**src/rtl/gsim_pkg.sv**
```systemverilog
// Shared constants, address split and state encoding for the Gauss-Seidel
// result path; the address helpers mirror the solver's o_x_addr layout.
package gsim_pkg;

  localparam int DATA_W      = 32;
  localparam int LANES       = 8;
  localparam int MAT_W       = 5;
  localparam int IDX_W       = 4;
  localparam int LANE_W      = 3;
  localparam int ADDR_W      = MAT_W + IDX_W;
  localparam int BEAT_ADDR_W = MAT_W + 1;
  localparam int BEAT_W      = DATA_W * LANES;
  localparam int FIFO_DEPTH  = 2;

  typedef logic [1:0] state_t;
  localparam state_t S_IDLE    = 2'd0;
  localparam state_t S_COLLECT = 2'd1;
  localparam state_t S_DRAIN   = 2'd2;
  localparam state_t S_DONE    = 2'd3;

  typedef struct packed {
    logic [BEAT_ADDR_W-1:0] addr;
    logic [BEAT_W-1:0]      data;
  } beat_t;

  function automatic logic [MAT_W-1:0] addr_mat(input logic [ADDR_W-1:0] a);
    return a[ADDR_W-1 -: MAT_W];
  endfunction

  function automatic logic [IDX_W-1:0] addr_idx(input logic [ADDR_W-1:0] a);
    return a[IDX_W-1:0];
  endfunction

  function automatic logic [LANE_W-1:0] addr_lane(input logic [ADDR_W-1:0] a);
    return a[LANE_W-1:0];
  endfunction

  // Beat address is the matrix plus which half (idx[3]) of its 16 values.
  function automatic logic [BEAT_ADDR_W-1:0] beat_tag(input logic [ADDR_W-1:0] a);
    logic [IDX_W-1:0] idx;
    idx = addr_idx(a);
    return {addr_mat(a), idx[IDX_W-1]};
  endfunction

endpackage

```
**src/rtl/gsim_x_packer_if.sv**
```systemverilog
// Wide result-memory write bus: one 256-bit beat per transfer on a
// valid/ready handshake.
interface gsim_x_packer_if;
  logic                               o_wr_vld;
  logic                               i_wr_rdy;
  logic [gsim_pkg::BEAT_ADDR_W-1:0]   o_wr_addr;
  logic [gsim_pkg::BEAT_W-1:0]        o_wr_data;

  modport master (output o_wr_vld, output o_wr_addr, output o_wr_data, input i_wr_rdy);
  modport slave  (input o_wr_vld, input o_wr_addr, input o_wr_data, output i_wr_rdy);
endinterface

```
**src/rtl/gsim_beat_fifo.sv**
```systemverilog
// Two-entry beat buffer; head is a register so the output beat is held
// stable while the sink stalls. A full buffer accepts a push on a pop cycle.
module gsim_beat_fifo
  import gsim_pkg::*;
(
  input  logic  i_clk,
  input  logic  i_reset,
  input  logic  i_push,
  input  beat_t i_din,
  input  logic  i_pop,
  output beat_t o_head,
  output logic  o_empty,
  output logic  o_full
);

  localparam logic [1:0] FULL_CNT = 2'(FIFO_DEPTH);

  logic [1:0] count_q, count_d;
  beat_t      head_q, head_d;
  beat_t      tail_q, tail_d;
  logic       pop_ok_s, push_ok_s;

  // next-entry selection for every push/pop combination
  always_comb begin
    count_d   = count_q;
    head_d    = head_q;
    tail_d    = tail_q;
    pop_ok_s  = i_pop && (count_q != 2'd0);
    push_ok_s = i_push && ((count_q != FULL_CNT) || pop_ok_s);
    case ({push_ok_s, pop_ok_s})
      2'b10: begin
        if (count_q == 2'd0) begin
          head_d = i_din;
        end else begin
          tail_d = i_din;
        end
        count_d = count_q + 2'd1;
      end
      2'b01: begin
        head_d  = tail_q;
        count_d = count_q - 2'd1;
      end
      2'b11: begin
        if (count_q == 2'd1) begin
          head_d = i_din;
        end else begin
          head_d = tail_q;
          tail_d = i_din;
        end
      end
      default: begin
        count_d = count_q;
      end
    endcase
  end

  always_ff @(posedge i_clk or posedge i_reset) begin
    if (i_reset) begin
      count_q <= 2'd0;
      head_q  <= '0;
      tail_q  <= '0;
    end else begin
      count_q <= count_d;
      head_q  <= head_d;
      tail_q  <= tail_d;
    end
  end

  assign o_head  = head_q;
  assign o_empty = (count_q == 2'd0);
  assign o_full  = (count_q == FULL_CNT);

endmodule

```
**src/rtl/gsim_x_packer.sv**
```systemverilog
// Collects the solver's x writes into 8-lane beats, buffers them toward the
// result memory, and tracks ordering, overflow and end-of-job drain.
module gsim_x_packer
  import gsim_pkg::*;
(
  input  logic                 i_clk,
  input  logic                 i_reset,
  input  logic                 i_x_wen,
  input  logic [ADDR_W-1:0]    i_x_addr,
  input  logic [DATA_W-1:0]    i_x_data,
  input  logic                 i_proc_done,
  gsim_x_packer_if.master      wr_if,
  output logic                 o_all_written,
  output logic                 o_err_order,
  output logic                 o_overflow
);

  state_t                         state_q, state_d;
  logic [ADDR_W-1:0]              exp_q, exp_d;
  logic [LANES-1:0][DATA_W-1:0]   stage_q, stage_d;
  logic [LANES-1:0]               mask_q, mask_d;
  logic [BEAT_ADDR_W-1:0]         tag_q, tag_d;
  logic                           err_q, err_d;
  logic                           ovf_q, ovf_d;
  logic                           allw_q, allw_d;

  logic [LANES-1:0][DATA_W-1:0]   merge_lanes_s;
  logic [LANES-1:0]               merge_mask_s;
  logic [BEAT_ADDR_W-1:0]         merge_tag_s;
  logic                           accept_s, lane7_s, flush_s;
  logic                           push_s, pop_s;
  beat_t                          push_beat_s;
  beat_t                          head_s;
  logic                           fifo_empty_s, fifo_full_s;

  assign pop_s = wr_if.i_wr_rdy && !fifo_empty_s;

  // capture, beat assembly, flags and job sequencing
  always_comb begin
    state_d       = state_q;
    exp_d         = exp_q;
    stage_d       = stage_q;
    mask_d        = mask_q;
    tag_d         = tag_q;
    err_d         = err_q;
    ovf_d         = ovf_q;
    push_s        = 1'b0;
    push_beat_s   = '0;
    merge_lanes_s = stage_q;
    merge_mask_s  = mask_q;
    merge_tag_s   = tag_q;
    accept_s      = i_x_wen && ((state_q == S_IDLE) || (state_q == S_COLLECT));

    // Out-of-order data is still stored at its own lane; only the flag records it.
    if (accept_s) begin
      merge_lanes_s[addr_lane(i_x_addr)] = i_x_data;
      merge_mask_s[addr_lane(i_x_addr)]  = 1'b1;
      merge_tag_s                        = beat_tag(i_x_addr);
      exp_d                              = i_x_addr + ADDR_W'(1);
      if (i_x_addr != exp_q) begin
        err_d = 1'b1;
      end else begin
        err_d = err_q;
      end
    end else begin
      exp_d = exp_q;
    end

    lane7_s = accept_s && (addr_lane(i_x_addr) == 3'd7);
    flush_s = (state_q == S_COLLECT) && i_proc_done && !lane7_s && (merge_mask_s != '0);

    push_beat_s.addr = merge_tag_s;
    for (int k = 0; k < LANES; k++) begin
      push_beat_s.data[k*DATA_W +: DATA_W] = merge_mask_s[k] ? merge_lanes_s[k] : '0;
    end

    tag_d = merge_tag_s;
    if (lane7_s || flush_s) begin
      push_s  = 1'b1;
      stage_d = '0;
      mask_d  = '0;
    end else begin
      stage_d = merge_lanes_s;
      mask_d  = merge_mask_s;
    end

    if (flush_s) begin
      err_d = 1'b1;
    end else begin
      err_d = err_d;
    end

    if (push_s && fifo_full_s && !pop_s) begin
      ovf_d = 1'b1;
    end else begin
      ovf_d = ovf_d;
    end

    case (state_q)
      S_IDLE: begin
        if (i_x_wen) begin
          state_d = S_COLLECT;
        end else begin
          state_d = S_IDLE;
        end
      end
      S_COLLECT: begin
        if (i_proc_done) begin
          state_d = S_DRAIN;
        end else begin
          state_d = S_COLLECT;
        end
      end
      S_DRAIN: begin
        if (fifo_empty_s && !push_s) begin
          state_d = S_DONE;
        end else begin
          state_d = S_DRAIN;
        end
      end
      S_DONE: begin
        if (!i_proc_done) begin
          state_d = S_IDLE;
          exp_d   = '0;
          err_d   = 1'b0;
          ovf_d   = 1'b0;
          stage_d = '0;
          mask_d  = '0;
        end else begin
          state_d = S_DONE;
        end
      end
      default: begin
        state_d = S_IDLE;
      end
    endcase

    allw_d = (state_d == S_DONE);
  end

  always_ff @(posedge i_clk or posedge i_reset) begin
    if (i_reset) begin
      state_q <= S_IDLE;
      exp_q   <= '0;
      stage_q <= '0;
      mask_q  <= '0;
      tag_q   <= '0;
      err_q   <= 1'b0;
      ovf_q   <= 1'b0;
      allw_q  <= 1'b0;
    end else begin
      state_q <= state_d;
      exp_q   <= exp_d;
      stage_q <= stage_d;
      mask_q  <= mask_d;
      tag_q   <= tag_d;
      err_q   <= err_d;
      ovf_q   <= ovf_d;
      allw_q  <= allw_d;
    end
  end

  gsim_beat_fifo u_fifo (
    .i_clk   (i_clk),
    .i_reset (i_reset),
    .i_push  (push_s),
    .i_din   (push_beat_s),
    .i_pop   (pop_s),
    .o_head  (head_s),
    .o_empty (fifo_empty_s),
    .o_full  (fifo_full_s)
  );

  assign wr_if.o_wr_vld  = !fifo_empty_s;
  assign wr_if.o_wr_addr = head_s.addr;
  assign wr_if.o_wr_data = head_s.data;
  assign o_all_written   = allw_q;
  assign o_err_order     = err_q;
  assign o_overflow      = ovf_q;

endmodule

```
**src/flat_wrapper.sv**
```systemverilog
// flat-port wrapper written by rule: the top's interface ports become plain ports
module gsim_x_packer_flat import gsim_pkg::*;
  (i_clk, i_reset, i_x_wen, i_x_addr, i_x_data, i_proc_done, o_all_written, o_err_order, o_overflow, wr_if_o_wr_vld, wr_if_o_wr_addr, wr_if_o_wr_data, wr_if_i_wr_rdy);
  gsim_x_packer_if wr_if_i ();
  input  logic i_clk;
  input  logic i_reset;
  input  logic i_x_wen;
  input  logic [ADDR_W-1:0] i_x_addr;
  input  logic [DATA_W-1:0] i_x_data;
  input  logic i_proc_done;
  output logic o_all_written;
  output logic o_err_order;
  output logic o_overflow;
  output wire logic [$bits(wr_if_i.o_wr_vld)-1:0] wr_if_o_wr_vld;
  output wire logic [$bits(wr_if_i.o_wr_addr)-1:0] wr_if_o_wr_addr;
  output wire logic [$bits(wr_if_i.o_wr_data)-1:0] wr_if_o_wr_data;
  input wire logic [$bits(wr_if_i.i_wr_rdy)-1:0] wr_if_i_wr_rdy;
  assign wr_if_o_wr_vld = wr_if_i.o_wr_vld;
  assign wr_if_o_wr_addr = wr_if_i.o_wr_addr;
  assign wr_if_o_wr_data = wr_if_i.o_wr_data;
  assign wr_if_i.i_wr_rdy = wr_if_i_wr_rdy;
  gsim_x_packer u_core (.i_clk(i_clk), .i_reset(i_reset), .i_x_wen(i_x_wen), .i_x_addr(i_x_addr), .i_x_data(i_x_data), .i_proc_done(i_proc_done), .wr_if(wr_if_i), .o_all_written(o_all_written), .o_err_order(o_err_order), .o_overflow(o_overflow));
endmodule
```
**config.mk**
```make
export PLATFORM = sky130hd
export DESIGN_NAME = gsim_x_packer_flat
export DESIGN_NICKNAME = d
export VERILOG_FILES = /design/src/rtl/gsim_pkg.sv /design/src/rtl/gsim_x_packer_if.sv /design/src/rtl/gsim_beat_fifo.sv /design/src/rtl/gsim_x_packer.sv /design/src/flat_wrapper.sv
export SDC_FILE = /design/constraint.sdc
export NUM_CORES = 2
export LEC_CHECK = 0
export CORE_ASPECT_RATIO = 1.75
export CORE_MARGIN = 3
export CORE_UTILIZATION = 55
export DETAILED_ROUTE_END_ITERATION = 10
export PLACE_DENSITY = 0.77
export SLEW_MARGIN = 20
export SYNTH_ARGS = -nofsm -noshare
export SYNTH_HDL_FRONTEND = slang
export SYNTH_SLANG_ARGS = --single-unit
```
**constraint.sdc**
```tcl
create_clock -name i_clk -period 32.7 [get_ports i_clk]
set_input_delay 4.905 -clock i_clk [delete_from_list [all_inputs] [get_ports i_clk]]
set_output_delay 4.905 -clock i_clk [all_outputs]
set_load 0.01 [all_outputs]
```
==> flow_summary.yaml <==
status:
  status: "completed"
cts:
  clock_latency_ps: 620
  clockRootBuffer: "clkbuf_16"
  post_cts_buffers: 0
  cts_tree: "yes"
  cts.clk_slew.worst_paths_ps: 60
  numClockSinks: 810
  postCtsHoldBufs: 0
  cts_made_buffers: 74
  ctsLongestPathBuffers: 3
  cts_resized: 0
  ctsHtreeMaxLevel: 3
finish:
  fillers: 5096
  multiInputGateArea_sq_um: 15000
  seq_area_sq_um: 20300
  final_area_sq_um: 42600
  syn2layout_area_growth_pct: 16.2
  drive_gt1_frac: 0.0805
  nets: 3549
yosys:
  syn_nets: 3445
  synth_seq_cells: 810
  synth_mux_area_frac: 0.150
  synth_compound_area_frac: 0.187
  synth-seq-area-share: 0.553
  yosysMostFrequentCell: "dfrtp_1"
  synth_ff_type: "dfrtp_1"
  syn_area_per_cell_sq_um: 10.8
  async_reset_ff_frac: 1.00
  synth_warnings: 0
  synth_top_family_by_area: "compound AO/OA/AOI/OAI gates"
  synth_edf_count: 0
  synth_top_cell_by_area: "dfrtp_1"
  synth_commonest_cells: "dfrtp_1 (810), a21oi_1 (538), nand2_1 (530)"
  synthAdderAreaFrac: 0.00171
  synth.distinct_cells: 40
  synthSimpleGateAreaFrac: 0.0628
  yosys-top-cells-area: "dfrtp_1 (55%), a21oi_1 (7.3%), mux2i_1 (7.1%)"
  synth_area_sq_um: 36600
  synth_top_area_share: 0.553
  synth_xor_xnor_area_share: 0.00382
  netlist_instances: 3394
global_routing:
  grt.total_usage: 0.309
  grt_max_degree: 186
  antenna_found_initial: 2
  grt_pass1_wl_um: 169000
  overflow: 0
  grt_pass1_vias: 28100
timing:
  worstMarginPinSlew_ps: 1370
  finalHoldViolCount: 0
  fin_ws_ps: 23590
  relSlewSlack: 0.0870
  fmax_ghz: 0.110
  setup_violations: 0
  slew_violations: 0
  min_period_over_period: 0.279
  fin_setup_tns_ps: 0
  grt_setup_unrepaired: "false"
  fin_skew_ps: 16.8
  fin_hold_ws_ps: 483
  period_needed_ps: 9110
die:
  io_pins: 312
  die_w_um: 201
  row_count: 124
  start_util: 0.558
  core-area_sq_um: 65600
  dieArea_sq_um: 69900
  die_h_um: 347
route:
  routedWlPerCell_um: 24.9
  first_pass_iters: 5
  viasPerCell: 6.37
  num_vias: 28300
  wl_um: 110000
  drtIter0Drc: 2530
  ant_nets: 0
  drc: 0
critical_path:
  cp_slowest_cell: "buf_4"
  critPathArrivalTime_ps: 9610
  worst_path_largest_cell_delay_ps: 920
  endpoint_kind: "flip-flop"
  crit_required_ps: 33200
  worstSetupStartpointType: "primary input"
  path_cells: "clkdlybuf4s50_1 > nor2b_2 > a22oi_1 > nor4_4 > buf_4 > buf_4 > buf_4 > mux2_2"
  crit_top_cell: "buf_4"
  setup.worst_path.class: "primary input to flip-flop"
  ff2ff_setup_slack_ps: 28000
  crit_fanout: 69
power:
  powerDensity_nw_per_um2: 93.2
  power_uw: 3970
  ir_drop_mv: 0.0586
  p_leak_uw: 0.0182
place:
  placed_cell_area_sq_um: 40000
  dp_hpwl_um: 62000
  dp_slack_ps: 22610
  gp_congestion: 0.833
  numPortBuffers: 311
flow_run:
  maxCapViolCount: 0
min_path:
  hold_class: "flip-flop to flip-flop"
-- cells by family after synthesis --
kind of cell,after synthesis
DFF,810
AOI/OAI and AO/OA,1091
and+or+nand+nor,588
muxes,517
xor gates and xnor gates,16
adders and majority gates,5
buffers and inverters,367
-- placed cells by master, fill, tap and decap left out, drive strengths merged, types with 2 or more instances in the layout --
cell           Yosys  routed
dfrtp            810     810
a21oi            538     538
nand2            530     530
clkdlybuf4s50      0     297
a22o             263     263
mux2i            261     261
o22ai            256     256
mux2             256     256
clkbuf           232     109
buf              118      80
nor2              25      25
inv               17      18
clkinv             0      14
o21ai             10      10
xnor2             10      10
and2               9       9
o31a               7       7
bufinv             0       7
nand3              7       7
xor2               6       6
a211oi             6       6
ha                 5       5
nor2b              4       4
clkinvlp           0       3
nor4               3       3
diode              0       2
nand2b             2       2
and3b              2       2
a22oi              2       2
nor3               2       2
a31oi              2       2
a21boi             2       2
and3               2       2
-- sequential cells by signal, summed over array words and instances, names as in the netlist --
name                   flops
u_core.u_fifo.count_q      2
u_core.stage_q           256
u_core.mask_q              8
u_core.o_all_written       1
u_core.o_overflow          1
u_core.u_fifo.tail_q     262
u_core.o_err_order         1
u_core.state_q             2
u_core.u_fifo.o_head     262
u_core.tag_q               6
u_core.exp_q               9
-- worst max-delay path: cells and delay by family --
family / cells / cell delay, ps
buffers and inverters: 4 / 2900
AND/OR/NAND/NOR: 2 / 890
multiplexers: 1 / 420
AO/OA/AOI/OAI: 1 / 380
-- worst paths after layout --
kind,from,end,cells after the start
max in group asynchronous,i_reset,u_core.u_fifo.o_head[175],5
worst min register to register,u_core.u_fifo.tail_q[23],u_core.u_fifo.tail_q[23],1
worst min-delay path,u_core.u_fifo.tail_q[23],u_core.u_fifo.tail_q[23],1
worst max register to register,u_core.state_q[1],u_core.u_fifo.tail_q[198],7
min in group asynchronous,i_reset,u_core.u_fifo.tail_q[37],2
worst max-delay path,i_x_wen,u_core.u_fifo.tail_q[198],8
-- where the power goes --
group          switching (uW)  internal, uW  total (uW)
clock network             387           527         914
logic                     794           658        1450
registers                 251          1350        1600
total                    1430          2530        3970
-- final cells by class --
cell class,count,share of cell area
flip-flops and latches,810,0.476
multi-input cells,2217,0.352
repair buffers,378,0.0849
clock buffers,108,0.0521
well taps,882,0.0259
clock inverters,25,0.00732
inverters,17,0.00168
diodes,2,0.000118
-- per-stage QoR --
step	instances	util
global route	4437	0.648
global placement	4303	0.609
CTS	4436	0.648
finish	4439	0.649
detailed placement	4303	0.609
floorplan	3394	-
-- metal layers --
layer  vias to the layer above  track usage  wire, um
li1                      12400            -         -
met1                     14300        0.405     42400
met2                      1324        0.506     53600
met3                       252       0.0460      8300
met4                         2        0.155      6210
met5                         -            0        15
(Power assumes the default switching activity.)
